===== config.mk =====
export PLATFORM = sky130hd
export DESIGN_NAME = hack_cpu_hs
export DESIGN_NICKNAME = d
export VERILOG_FILES = /design/src/rtl/hack_cpu_hs.sv
export SDC_FILE = /design/constraint.sdc
export NUM_CORES = 1
export LEC_CHECK = 0
export BUFFER_PORTS_ARGS = -buffer_cell sky130_fd_sc_hd__buf_4
export CORE_MARGIN = 4
export CORE_UTILIZATION = 41
export CTS_CLUSTER_SIZE = 28
export DETAILED_ROUTE_END_ITERATION = 16
export GPL_TIMING_DRIVEN = 0
export PLACE_DENSITY = 0.69
export SLEW_MARGIN = 20
export SYNTH_ARGS = -nofsm -noshare
export SYNTH_HDL_FRONTEND = slang
export SYNTH_SLANG_ARGS = --single-unit

===== constraint.sdc =====
create_clock -name clk -period 6.8 [get_ports clk]
set_input_delay 1.36 -clock clk [delete_from_list [all_inputs] [get_ports clk]]
set_output_delay 1.36 -clock clk [all_outputs]
set_load 0.1 [all_outputs]

===== src/rtl/hack_cpu_hs.sv =====
// -----------------------------------------------------------------------------
// hack_cpu_hs -- Hack CPU core with valid/stall handshakes on the instruction
// and data-memory read paths. It executes at most one instruction per cycle.
// A-instructions (MSB = 0) load A. C-instructions (MSB = 1) compute an ALU
// result, write it to any of A/D/M, and can branch to the old A.
//
// Parameters
//   WIDTH     data/address/PC width (16..32)
//   RESET_PC  PC value loaded on reset
//
// Ports
//   clk          in   single clock, rising edge
//   reset        in   synchronous, active-high reset
//   instruction  in   instruction word at pc
//   instr_valid  in   instruction word is valid this cycle
//   inM          in   data memory read value at addressM
//   inM_valid    in   inM is valid this cycle
//   outM         out  ALU result (write data for memory)
//   writeM       out  memory write strobe
//   readM        out  current instruction needs M
//   addressM     out  current A register value
//   pc           out  PC register value
//   halted       out  sticky self-jump halt flag
//   retired      out  saturating count of executed instructions
// -----------------------------------------------------------------------------
module hack_cpu_hs #(
  parameter int               WIDTH    = 16,
  parameter logic [WIDTH-1:0] RESET_PC = '0
) (
  input  logic             clk,
  input  logic             reset,
  input  logic [WIDTH-1:0] instruction,
  input  logic             instr_valid,
  input  logic [WIDTH-1:0] inM,
  input  logic             inM_valid,
  output logic [WIDTH-1:0] outM,
  output logic             writeM,
  output logic             readM,
  output logic [WIDTH-1:0] addressM,
  output logic [WIDTH-1:0] pc,
  output logic             halted,
  output logic [31:0]      retired
);

  // Architectural state
  logic [WIDTH-1:0] a_q, a_d;
  logic [WIDTH-1:0] d_q, d_d;
  logic [WIDTH-1:0] pc_q, pc_d;
  logic             halted_q, halted_d;
  logic [31:0]      retired_q, retired_d;

  // Instruction fields
  logic             is_c;
  logic             a_bit;
  logic [5:0]       comp;
  logic [2:0]       dest;   // {A, D, M}
  logic [2:0]       jmp;    // {lt, eq, gt}

  assign is_c  = instruction[WIDTH-1];
  assign a_bit = instruction[12];
  assign comp  = instruction[11:6];
  assign dest  = instruction[5:3];
  assign jmp   = instruction[2:0];

  // Bits WIDTH-2..13 of a C-instruction carry no meaning.
  logic unused_bits;
  assign unused_bits = ^instruction[WIDTH-2:13];

  // ALU: the a bit selects A or M as the y operand.
  logic [WIDTH-1:0] y_op;
  logic [WIDTH-1:0] alu;

  assign y_op = a_bit ? inM : a_q;

  always_comb begin
    // NOTE: assigning a default before the case keeps this block purely
    // combinational; an unassigned path would infer a latch.
    alu = '0;
    unique case ({a_bit, comp})
      7'b0_101010:              alu = '0;
      7'b0_111111:              alu = WIDTH'(1);
      7'b0_111010:              alu = '1;
      7'b0_001100:              alu = d_q;
      7'b0_001101:              alu = ~d_q;
      7'b0_001111:              alu = '0 - d_q;
      7'b0_011111:              alu = d_q + WIDTH'(1);
      7'b0_001110:              alu = d_q - WIDTH'(1);
      7'b0_110000, 7'b1_110000: alu = y_op;
      7'b0_110001, 7'b1_110001: alu = ~y_op;
      7'b0_110011, 7'b1_110011: alu = '0 - y_op;
      7'b0_110111, 7'b1_110111: alu = y_op + WIDTH'(1);
      7'b0_110010, 7'b1_110010: alu = y_op - WIDTH'(1);
      7'b0_000010, 7'b1_000010: alu = d_q + y_op;
      7'b0_010011, 7'b1_010011: alu = d_q - y_op;
      7'b0_000111, 7'b1_000111: alu = y_op - d_q;
      7'b0_000000, 7'b1_000000: alu = d_q & y_op;
      7'b0_010101, 7'b1_010101: alu = d_q | y_op;
      default:                  alu = '0;
    endcase
  end

  // Jump condition on the signed ALU result.
  logic res_lt, res_eq, res_gt, jump_taken;

  assign res_lt     = alu[WIDTH-1];
  assign res_eq     = (alu == '0);
  assign res_gt     = !res_lt && !res_eq;
  assign jump_taken = is_c && |(jmp & {res_lt, res_eq, res_gt});

  // Handshake: a C-instruction that reads M waits for inM_valid.
  logic fire;

  assign readM  = instr_valid && is_c && a_bit && !halted_q;
  assign fire   = instr_valid && !halted_q && !(readM && !inM_valid);
  assign writeM = fire && is_c && dest[0] && !reset;

  assign outM     = alu;
  assign addressM = a_q;
  assign pc       = pc_q;
  assign halted   = halted_q;
  assign retired  = retired_q;

  // Next-state logic; everything holds unless the instruction fires.
  always_comb begin
    a_d       = a_q;
    d_d       = d_q;
    pc_d      = pc_q;
    halted_d  = halted_q;
    retired_d = retired_q;
    if (fire) begin
      if (!is_c) begin
        a_d = {1'b0, instruction[WIDTH-2:0]};
      end else begin
        if (dest[2]) a_d = alu;
        if (dest[1]) d_d = alu;
      end
      // The jump target is always the pre-edge A, even if dest includes A.
      pc_d = jump_taken ? a_q : pc_q + WIDTH'(1);
      if (jump_taken && (a_q == pc_q)) halted_d = 1'b1;
      if (retired_q != 32'hFFFF_FFFF) retired_d = retired_q + 32'd1;
    end
  end

  // NOTE: state registers use non-blocking assignments so every register
  // samples the pre-edge values, independent of statement order.
  always_ff @(posedge clk) begin
    if (reset) begin
      a_q       <= '0;
      d_q       <= '0;
      pc_q      <= RESET_PC;
      halted_q  <= 1'b0;
      retired_q <= '0;
    end else begin
      a_q       <= a_d;
      d_q       <= d_d;
      pc_q      <= pc_d;
      halted_q  <= halted_d;
      retired_q <= retired_d;
    end
  end

endmodule


==> reports/metrics.cfg, run 1 <==
[run_status]
status=finished clean

[clocking]
clock_latency_ns=0.35
cts_root_buf=clkbuf_16
clk_pin_slew_ns=0.06
cts_made_buffers=9
hold_buffers=0
clock_path_buffers=2
htreeDepth=3
cts_tree=built
cts.sinks=81

[min_path]
min-delay-start=retired[30]$_SDFFE_PP0P_
worst_hold_path_type=reg2reg
hold_path_depth=2
hold_path_end=retired[30]$_SDFFE_PP0P_

[place]
place_area_sq_um=9350
numPortBuffers=116
dp_hpwl_um=25500
pre_cts_ws_ns=-0.726
place.gp.congestion=1.02

[layout]
multiInputGateArea_sq_um=6190
antenna_cells=0
drive_above_1_share_pct=17.0
n_fill_cell=1974
finish.net_count=1348
syn2layout_area_growth_pct=21.9
final_area_sq_um=9870
register_area_sq_um=1620

[global_routing]
overflow=0
grt_pass1_vias=8580
grt_pass1_wl_um=49400
antenna_found_initial=0
grt_max_degree=15
grt_use_total_pct=28.2

[synthesis]
synth_fp_nets=1212
synth_cell_types=77
syn_inst=1140
yosysWarnings=0
seq_area_frac_synth_pct=20.0
ys_seq_elements=81
netlist_area_sq_um=8100
synth_edf_count=0
async_flop_share_pct=0
avgSynthCellArea_sq_um=7.11
synthFlopType=dfxtp_1

[timing]
post-route-period-util_pct=98.4
relSlewSlack_pct=31.0
fin_crit_ns=6.69
setup_ws_ns=0.110
fmax_mhz=149
tightest_slew_ns=1.03
finalMaxSlewViolations=0
finalSetupViolations=0
hold_viol_final=0
hold_ws_ns=0.521
skew_ns=0.00766

[critical_path]
reg2reg_setup_slack_ns=0.97
crit_buf_inv=7
reg2reg_depth=21
worstSetupPathType=in2out
worstPathMaxFanout=10
max_stage_delay_ns=0.48
r2r-start=d_q[3]$_SDFFE_PP0P_
cp_cell_sequence=buf_4, buf_2, nor4_4, and2_1, clkbuf_2, buf_4, o221ai_1, ha_1, fa_1, nor2b_2, o2111ai_1, nand3_1, buf_4, and3_1, o31ai_1, a221oi_2, inv_1, buf_4
cp-start-kind=input pin
crit_path_end_kind=primary output
critical-path-top-delay-family=buffers and inverters
cpMaxStageDelayCell=nor4_4
required_ns=5.44
reg2reg_to=pc[10]$_SDFFE_PP0P_
crit_top_cell=buf_4
cp.arrival_ns=5.33

[routing]
antenna_violating_nets_post_route=0
routedWlPerCell_um=21.1
drt_iter0_markers=1114
routed_wl_um=32600
vias=9557
routed_via_density=6.19
dr.pass1.iters=6
drc_errors=0

[power]
finalPower_mw=1.66
power.density_nw_per_um2=168
swShare_pct=41.4
power.switching_mw=0.687
p_int_mw=0.971
ir_drop_uv=127
pwr-share-comb_pct=38.3
p_leak_nw=4.11
pwr-share-clk_pct=30.5
pwr-share-seq_pct=31.1

[floorplan]
core_area_sq_um=19500
chipWidth_um=149
io_pins=119
die_h_um=149
dieArea_sq_um=22100
rows=51
initial_core_util_pct=41.6

[run]
drv_cap=0

## layout make-up
type / instances / share of cell area [%]
inverters: 33 / 1.25
multi-input cells: 950 / 62.7
clock buffers: 10 / 2.42
plain buffers: 72 / 3.28
clock inverters: 5 / 0.646
repair buffers: 129 / 9.96
well taps: 265 / 3.36
flip-flops and latches: 81 / 16.4
## synth_stat cells, types with 4 or more instances
| library cell | number | area, sq um |
|---|---|---|
| xor2_1 | 31 | 272 |
| ha_1 | 34 | 425 |
| nand2b_1 | 20 | 125 |
| o21a_1 | 6 | 45.0 |
| clkbuf_1 | 59 | 221 |
| o211a_1 | 5 | 50.1 |
| nor2b_1 | 13 | 81.3 |
| and2_1 | 6 | 37.5 |
| a32oi_1 | 4 | 35.0 |
| nand2_1 | 102 | 383 |
| and3_1 | 21 | 131 |
| nor4b_1 | 5 | 43.8 |
| or4_1 | 4 | 30.0 |
| dfxtp_1 | 81 | 1620 |
| mux2i_1 | 17 | 170 |
| nand3_1 | 48 | 240 |
| o211ai_1 | 7 | 52.6 |
| nor3_1 | 28 | 140 |
| a211oi_1 | 52 | 390 |
| xnor2_1 | 46 | 403 |
| inv_1 | 31 | 116 |
| and4_1 | 8 | 70.1 |
| a21oi_1 | 88 | 440 |
| nand3b_1 | 7 | 52.6 |
| a211o_1 | 6 | 52.6 |
| mux2_2 | 10 | 113 |
| buf_2 | 11 | 55.1 |
| buf_4 | 4 | 30.0 |
| a21o_1 | 28 | 210 |
| o31ai_1 | 7 | 52.6 |
| nor2_1 | 142 | 533 |
| o2111ai_1 | 4 | 35.0 |
| o21ai_0 | 49 | 245 |
| nor4_1 | 9 | 56.3 |
| o221ai_1 | 4 | 35.0 |
| a31oi_1 | 31 | 194 |
| nand4_1 | 17 | 106 |
| or3_1 | 20 | 125 |
| a221oi_1 | 9 | 78.8 |
| o22ai_1 | 8 | 50.1 |
## power groups by stage
stage / sequential, mW / clock [mW] / combinational (mW)
2_1_floorplan: 0.597 / 0 / 0.360
3_3_place_gp: 0.525 / 0 / 0.599
3_5_place_dp: 0.526 / 0 / 0.602
4_1_cts: 0.515 / 0.507 / 0.610
5_1_grt: 0.518 / 0.528 / 0.669
6_report: 0.516 / 0.506 / 0.636
## worst max path at each step
| stage | from | endpoint | slack [ns] | cells past startpoint |
|---|---|---|---|---|
| final | instruction[8] | outM[8] | 0.11 | 18 |
| after floorplan | instruction[12] | pc[4]$_SDFFE_PP0P_ | 0.009 | 21 |
| after global routing | instruction[8] | outM[11] | -0.003 | 18 |
| after CTS | instruction[11] | outM[15] | 0.004 | 18 |
| after global placement | instruction[7] | outM[14] | -0.71 | 19 |
| after detailed placement | instruction[7] | outM[14] | -0.73 | 19 |
## sequential cells by signal, indices dropped and copies added (netlist names)
| signal | count |
|---|---|
| halted | 1 |
| addressM | 16 |
| pc | 16 |
| d_q | 16 |
| retired | 32 |
## placed cells by master (no fill, tap or decap), types with 31 or more instances in the layout
master	instances
xor2_1	31
nand3_1	48
ha_1	33
a31oi_1	31
xnor2_1	46
clkbuf_1	47
a211oi_1	49
a21oi_1	86
buf_4	133
inv_1	31
o21ai_0	48
dfxtp_1	81
nand2_1	100
nor2_1	142
## metrics by stage
step	utilization [%]	cells	TNS (ns)
after floorplan	-	1140	0
after global placement	48.0	1521	-14.84
after detailed placement	48.0	1521	-15.32
after CTS	49.9	1538	0
after global routing	50.7	1545	-0.00485
final	50.7	1545	0
## kinds of logic after synthesis
kind of cell | Yosys count | synth area share (%)
flip-flops | 81 | 20.0
multiplexers | 30 | 4.00
buffers and inverters | 109 | 5.41
AND/OR/NAND/NOR | 471 | 29.0
adder cells (fa/ha/maj) | 36 | 5.75
XOR/XNOR | 77 | 8.33
AO/OA/AOI/OAI | 336 | 27.5
## worst register-to-register path: cells and delay by family (launching register included)
kind | cells | cell delay [ns]
buffers and inverters | 4 | 1.13
DFF | 1 | 0.32
and+or+nand+nor | 6 | 2.18
AOI/OAI and AO/OA | 10 | 1.75
adders and majority gates | 1 | 0.31
## timing repair
| action | in CTS | in global routing |
|---|---|---|
| gates resized for setup | 12 | 34 |
| endpoints found under the setup margin | 28 | 26 |
| pin swaps | 3 | 7 |
| buffers inserted | 3 | 10 |
## layer usage
| metal | vias to the layer above | global-route usage (%) | wire length (um) |
|---|---|---|---|
| li1 | 4476 | - | - |
| met1 | 4499 | 40.6 | 14300 |
| met5 | - | 0 | 0 |
| met4 | 0 | 7.07 | 867 |
| met3 | 68 | 4.05 | 2920 |
| met2 | 514 | 44.3 | 14500 |
Power figures use the tool's default switching activity.
==> inputs of run 2 (changes only) <==
==> constraint.sdc (replaced) <==
create_clock -name clk -period 7.62 [get_ports clk]
set_input_delay 1.524 -clock clk [delete_from_list [all_inputs] [get_ports clk]]
set_output_delay 1.524 -clock clk [all_outputs]
set_load 0.1 [all_outputs]
==> reports/metrics.cfg, run 2 (same netlist as run 1, synthesis figures left out) <==
[run_status]
status=finished clean  ; unchanged

[clocking]
cts_tree=built  ; unchanged
clock_latency_ns=0.35  ; about the same
hold_buffers=0  ; unchanged
cts_made_buffers=9  ; unchanged
htreeDepth=3  ; unchanged
cts_root_buf=clkbuf_16  ; unchanged
postCtsSetupRepairBufs=0  ; was 3
cts-resized-gates=6  ; was 12
clock_path_buffers=2  ; unchanged
clk_pin_slew_ns=0.07  ; was 0.06 ns
cts.sinks=81  ; unchanged

[critical_path]
r2r-start=d_q[1]$_SDFFE_PP0P_  ; was d_q[3]$_SDFFE_PP0P_
worstPathMaxFanout=10  ; unchanged
worstSetupStartpoint=instruction[9]  ; was instruction[8]
reg2reg_setup_slack_ns=1.68  ; was 0.97 ns
required_ns=6.10  ; was 5.44 ns
cp.arrival_ns=5.91  ; was 5.33 ns
cp-start-kind=input pin  ; unchanged
reg2reg_depth=20  ; was 21
crit_path_end_kind=primary output  ; unchanged
worstSetupPathType=in2out  ; unchanged
critPathCapture=outM[14]  ; was outM[8]
reg2reg_to=pc[4]$_SDFFE_PP0P_  ; was pc[10]$_SDFFE_PP0P_

[layout]
final_cell_count_no_fill=1537  ; was 1545
layout_commonest_cell=nor2_1  ; unchanged
antenna_cells=0  ; unchanged
finish.net_count=1339  ; was 1348
drive_above_1_share_pct=15.0  ; was 17.0%
mostFrequentLayoutCells=nor2_1, buf_4, nand2_1, a21oi_1, dfxtp_1  ; unchanged
syn2layout_area_growth_pct=19.3  ; was 21.9%
final_area_sq_um=9670  ; was 9870 sq um
largest_reg_flops=32  ; unchanged
n_fill_cell=1951  ; was 1974

[floorplan]
core_area_sq_um=19500  ; unchanged
io_pins=119  ; unchanged
initial_core_util_pct=41.6  ; unchanged
die_h_um=149  ; unchanged
rows=51  ; unchanged
dieArea_sq_um=22100  ; unchanged
chipWidth_um=149  ; unchanged

[routing]
vias=9522  ; was 9557
routed_via_density=6.20  ; was 6.19
drc_errors=0  ; unchanged
dr.pass1.iters=6  ; unchanged
drt_iter0_markers=1180  ; was 1114
routed_wl_um=32400  ; was 32600 um
antenna_violating_nets_post_route=0  ; unchanged
routedWlPerCell_um=21.1  ; about the same

[place]
place_area_sq_um=9320  ; was 9350 sq um
dp_hpwl_um=25500  ; about the same
numPortBuffers=116  ; unchanged
dp_cells=1522  ; was 1521
place.gp.congestion=0.964  ; was 1.02

[run]
drv_cap=0  ; unchanged

[power]
p_int_mw=0.830  ; was 0.971 mW
pwr-share-comb_pct=38.0  ; was 38.3%
p_leak_nw=4.03  ; was 4.11 nW
ir_drop_uv=100  ; was 127 uV
pwr-share-seq_pct=31.8  ; was 31.1%
pwr-share-clk_pct=30.2  ; was 30.5%
power.switching_mw=0.620  ; was 0.687 mW
swShare_pct=42.7  ; was 41.4%
power.density_nw_per_um2=150  ; was 168 nW/um^2

[timing]
post-route-period-util_pct=97.6
fin_crit_ns=7.44
skew_ns=0.00847  ; was 0.00766 ns
fmax_mhz=134
finalSetupViolations=0  ; unchanged
rsz0062_at_grt=no
tightest_slew_ns=0.946  ; was 1.03 ns
hold_ws_ns=0.523  ; was 0.521 ns
finalMaxSlewViolations=0  ; unchanged
hold_viol_final=0  ; unchanged
relSlewSlack_pct=36.3  ; was 31.0%

[global_routing]
overflow=0  ; unchanged
grt_use_total_pct=28.3  ; was 28.2%
grt_pass1_vias=8705  ; was 8580
grt_max_degree=17  ; was 15
grt_pass1_wl_um=49300  ; was 49400 um
antenna_found_initial=0  ; unchanged

[min_path]
min-delay-start=retired[31]$_SDFFE_PP0P_  ; was retired[30]$_SDFFE_PP0P_
worst_hold_path_type=reg2reg  ; unchanged

==> run 2: metal layers <==
layer / GRT usage, % / wire length (um)
met1: 38.9 / 13900
met2: 42.4 / 14000
met3: 7.62 / 3350
met4: 10.5 / 1140
met5: 0 / 0
==> run 2: final cells by class <==
class                           instances  area [sq um]  area share, %
Timing Repair Buffer                  117           876           9.06
Buffer                                 75           318           3.29
Sequential cell                        81          1620           16.8
Inverter                               33           124           1.28
Tap cell                              265           332           3.43
Multi-Input combinational cell        950          6100           63.1
Clock inverter                          6          56.3          0.583
Clock buffer                           10           239           2.47
==> run 2: worst max-delay path: stages <==
cell      delay (ns)
buf_4           0.11
buf_2           0.20
nor4bb_1        0.29
clkbuf_1        0.35
nand2_1         0.20
buf_2           0.25
clkbuf_1        0.28
a21oi_1         0.23
ha_1            0.41
o221ai_1        0.31
o31a_1          0.36
nand2b_1        0.25
or4_1           0.53
nand3_1         0.12
a211oi_2        0.08
inv_1           0.10
buf_4           0.30
==> run 2: power groups by stage <==
stage          combinational, mW  sequential, mW  clock, mW
2_1_floorplan              0.320           0.533          0
3_3_place_gp               0.533           0.469          0
3_5_place_dp               0.535           0.469          0
4_1_cts                    0.539           0.460      0.444
5_1_grt                    0.581           0.462      0.462
6_report                   0.550           0.461      0.438
==> run 2: how the worst min path moves through the flow <==
stage	depth (start not counted)	slack (ns)	end
2_1_floorplan	2	0.52	d_q[9]$_SDFFE_PP0P_
3_3_place_gp	2	0.50	retired[26]$_SDFFE_PP0P_
3_5_place_dp	2	0.50	retired[26]$_SDFFE_PP0P_
4_1_cts	2	0.52	retired[26]$_SDFFE_PP0P_
5_1_grt	2	0.56	retired[31]$_SDFFE_PP0P_
6_report	2	0.52	retired[31]$_SDFFE_PP0P_
==> run 2: per-stage QoR <==
step	util, %	total power [mW]	setup WS, ns	TNS, ns
2_1_floorplan	-	0.853	0.188	0
3_3_place_gp	47.8	1.00	-0.902	-15.85
3_5_place_dp	47.9	1.00	-0.450	-7.18
4_1_cts	49.6	1.44	0.00535	0
5_1_grt	49.7	1.51	0.00969	0
6_report	49.7	1.45	0.184	0
==> inputs of run 3 (changes only) <==
--- a/config.mk
+++ b/config.mk
@@ -7,11 +7,12 @@
 export LEC_CHECK = 0
 export BUFFER_PORTS_ARGS = -buffer_cell sky130_fd_sc_hd__buf_4
 export CORE_MARGIN = 4
-export CORE_UTILIZATION = 41
+export CORE_UTILIZATION = 35
 export CTS_CLUSTER_SIZE = 28
 export DETAILED_ROUTE_END_ITERATION = 16
 export GPL_TIMING_DRIVEN = 0
-export PLACE_DENSITY = 0.69
+export PLACE_DENSITY = 0.61
+export RECOVER_POWER = 25
 export SLEW_MARGIN = 20
 export SYNTH_ARGS = -nofsm -noshare
 export SYNTH_HDL_FRONTEND = slang
==> reports/metrics.cfg, run 3 (same netlist as run 1, synthesis figures left out) <==
[routing]
vias=9548  ; was 9522
routed_via_density=6.13  ; was 6.20
dr.pass1.iters=6  ; unchanged
drt_iter0_markers=975  ; was 1180
drc_errors=0  ; unchanged
routed_wl_um=34600  ; was 32400 um
antenna_violating_nets_post_route=0  ; unchanged
routedWlPerCell_um=22.2  ; was 21.1 um

[critical_path]
reg2reg_setup_slack_ns=1.61  ; was 1.68 ns
crit_path_end_kind=primary output  ; unchanged
reg2reg_depth=21  ; was 20
cp.arrival_ns=5.86  ; was 5.91 ns
cp-start-kind=input pin  ; unchanged
worstPathMaxFanout=10  ; unchanged
r2r-start=d_q[3]$_SDFFE_PP0P_  ; was d_q[1]$_SDFFE_PP0P_
critPathCapture=outM[15]  ; was outM[14]
reg2reg_to=pc[5]$_SDFFE_PP0P_  ; was pc[4]$_SDFFE_PP0P_
worstSetupStartpoint=instruction[12]  ; was instruction[9]
worstSetupPathType=in2out  ; unchanged
required_ns=6.10  ; about the same

[power]
ir_drop_uv=88.6  ; was 100 uV
power.density_nw_per_um2=157  ; was 150 nW/um^2
p_leak_nw=3.87  ; was 4.03 nW
finalPower_mw=1.51  ; was 1.45 mW

[global_routing]
grt_max_degree=16  ; was 17
grt_pass1_vias=8800  ; was 8705
overflow=0  ; unchanged
grt_pass1_wl_um=52200  ; was 49300 um
antenna_found_initial=0  ; unchanged
grt_use_total_pct=25.6  ; was 28.3%

[timing]
relSlewSlack_pct=19.1  ; was 36.3%
finalSetupViolations=0  ; unchanged
hold_viol_final=0  ; unchanged
post-route-period-util_pct=96.9  ; was 97.6%
tightest_slew_ns=1.22  ; was 0.946 ns
skew_ns=0.0123  ; was 0.00847 ns
fin_crit_ns=7.38  ; was 7.44 ns
fmax_mhz=135  ; was 134 MHz
rsz0062_at_grt=no  ; unchanged
finalMaxSlewViolations=0  ; unchanged

[layout]
syn2layout_area_growth_pct=18.3  ; was 19.3%
mostFrequentLayoutCells=nor2_1, nand2_1, clkbuf_1, a21oi_1, dfxtp_1  ; was nor2_1, buf_4, nand2_1, a21oi_1, dfxtp_1
post-route-util_pct=42.2  ; was 49.7%
layout_commonest_cell=nor2_1  ; unchanged
antenna_cells=0  ; unchanged
largest_reg_flops=32  ; unchanged
drive_above_1_share_pct=11.8  ; was 15.0%
finish.net_count=1340  ; was 1339
final_area_sq_um=9580  ; was 9670 sq um

[place]
place.gp.congestion=0.968  ; was 0.964
dp_hpwl_um=27200  ; was 25500 um
place_area_sq_um=9360  ; was 9320 sq um
numPortBuffers=116  ; unchanged

[floorplan]
chipWidth_um=160  ; was 149 um
core_area_sq_um=22700  ; was 19500 sq um
die_h_um=160  ; was 149 um
dieArea_sq_um=25600  ; was 22100 sq um
initial_core_util_pct=35.7  ; was 41.6%
io_pins=119  ; unchanged
rows=55  ; was 51

[clocking]
cts_tree=built  ; unchanged
cts_root_buf=clkbuf_16  ; unchanged
clock_path_buffers=2  ; unchanged
cts.sinks=81  ; unchanged
clk_pin_slew_ns=0.07  ; about the same
cts_made_buffers=9  ; unchanged
postCtsSetupRepairBufs=0  ; unchanged
htreeDepth=3  ; unchanged
clock_latency_ns=0.35  ; about the same

[min_path]
hold_path_depth=2  ; unchanged
worst_hold_path_type=reg2reg  ; unchanged

[run]
drv_cap=0  ; unchanged

[run_status]
status=finished clean  ; unchanged

run 3: cell types whose count changed in the layout (fill, tap and decap cells not counted), sizes merged:
cell      before  now
inv           36   35
clkinvlp       1    0
clkbuf        68  108
bufinv         0    2
buf          134   95
run 3: area by class of cell:
cell class / count / area, sq um
Buffer: 75 / 318
Clock buffer: 10 / 229
Clock inverter: 6 / 97.6
Fill cell: 2430 / 13100
Inverter: 33 / 124
Multi-Input combinational cell: 950 / 6110
Sequential cell: 81 / 1620
Tap cell: 285 / 357
Timing Repair Buffer: 118 / 729
run 3: metrics by stage:
| step | TNS (ns) | worst slack, ns | std cells | hold slack, ns |
|---|---|---|---|---|
| CTS | 0 | 0.0616 | 1559 | 0.523 |
| global route | 0 | 0.0170 | 1558 | 0.564 |
| global placement | -28.33 | -1.27 | 1541 | 0.496 |
| floorplan | 0 | 0.188 | 1140 | 0.525 |
| detailed placement | -10.65 | -0.570 | 1543 | 0.510 |
| finish | 0 | 0.237 | 1558 | 0.523 |
run 3: metal layers:
metal	track usage, %	routed length (um)	vias to the layer above
met2	38.5	14900	500
met3	5.70	3310	87
met1	35.9	15100	4496
li1	-	-	4465
met4	9.50	1250	0
met5	0	0	-
run 3: worst min path at each step:
stage	slack, ns	end	from
5_1_grt	0.56	retired[26]$_SDFFE_PP0P_	retired[26]$_SDFFE_PP0P_
2_1_floorplan	0.52	d_q[9]$_SDFFE_PP0P_	d_q[9]$_SDFFE_PP0P_
4_1_cts	0.52	retired[31]$_SDFFE_PP0P_	retired[31]$_SDFFE_PP0P_
6_report	0.52	retired[26]$_SDFFE_PP0P_	retired[26]$_SDFFE_PP0P_
3_5_place_dp	0.51	retired[26]$_SDFFE_PP0P_	retired[26]$_SDFFE_PP0P_
3_3_place_gp	0.50	retired[26]$_SDFFE_PP0P_	retired[26]$_SDFFE_PP0P_
run 3: what timing repair did:
action,CTS,global route
endpoints found under the setup margin,26,7
resized for setup,9,8
pin swaps,0,1
hold buffers,0,0
run 3: worst max-delay path: stages:
cell and delay [ns]:
buf_4 0.08, buf_2 0.27, buf_4 0.26, buf_4 0.25, mux2i_2 0.50, inv_1 0.24
a21o_1 0.26, inv_1 0.06, ha_1 0.21, nor2b_1 0.16, o31ai_1 0.33, a21oi_1 0.23
o32a_1 0.43, a31oi_1 0.22, xnor2_1 0.14, nand2_1 0.07, o211a_1 0.23, inv_1 0.09
buf_4 0.29
run 3: power breakdown:
group          internal [mW]  switching (mW)  total (mW)
sequential             0.437          0.0234       0.461
clock                  0.293           0.198       0.491
combinational          0.153           0.403       0.556
total                  0.883           0.625        1.51
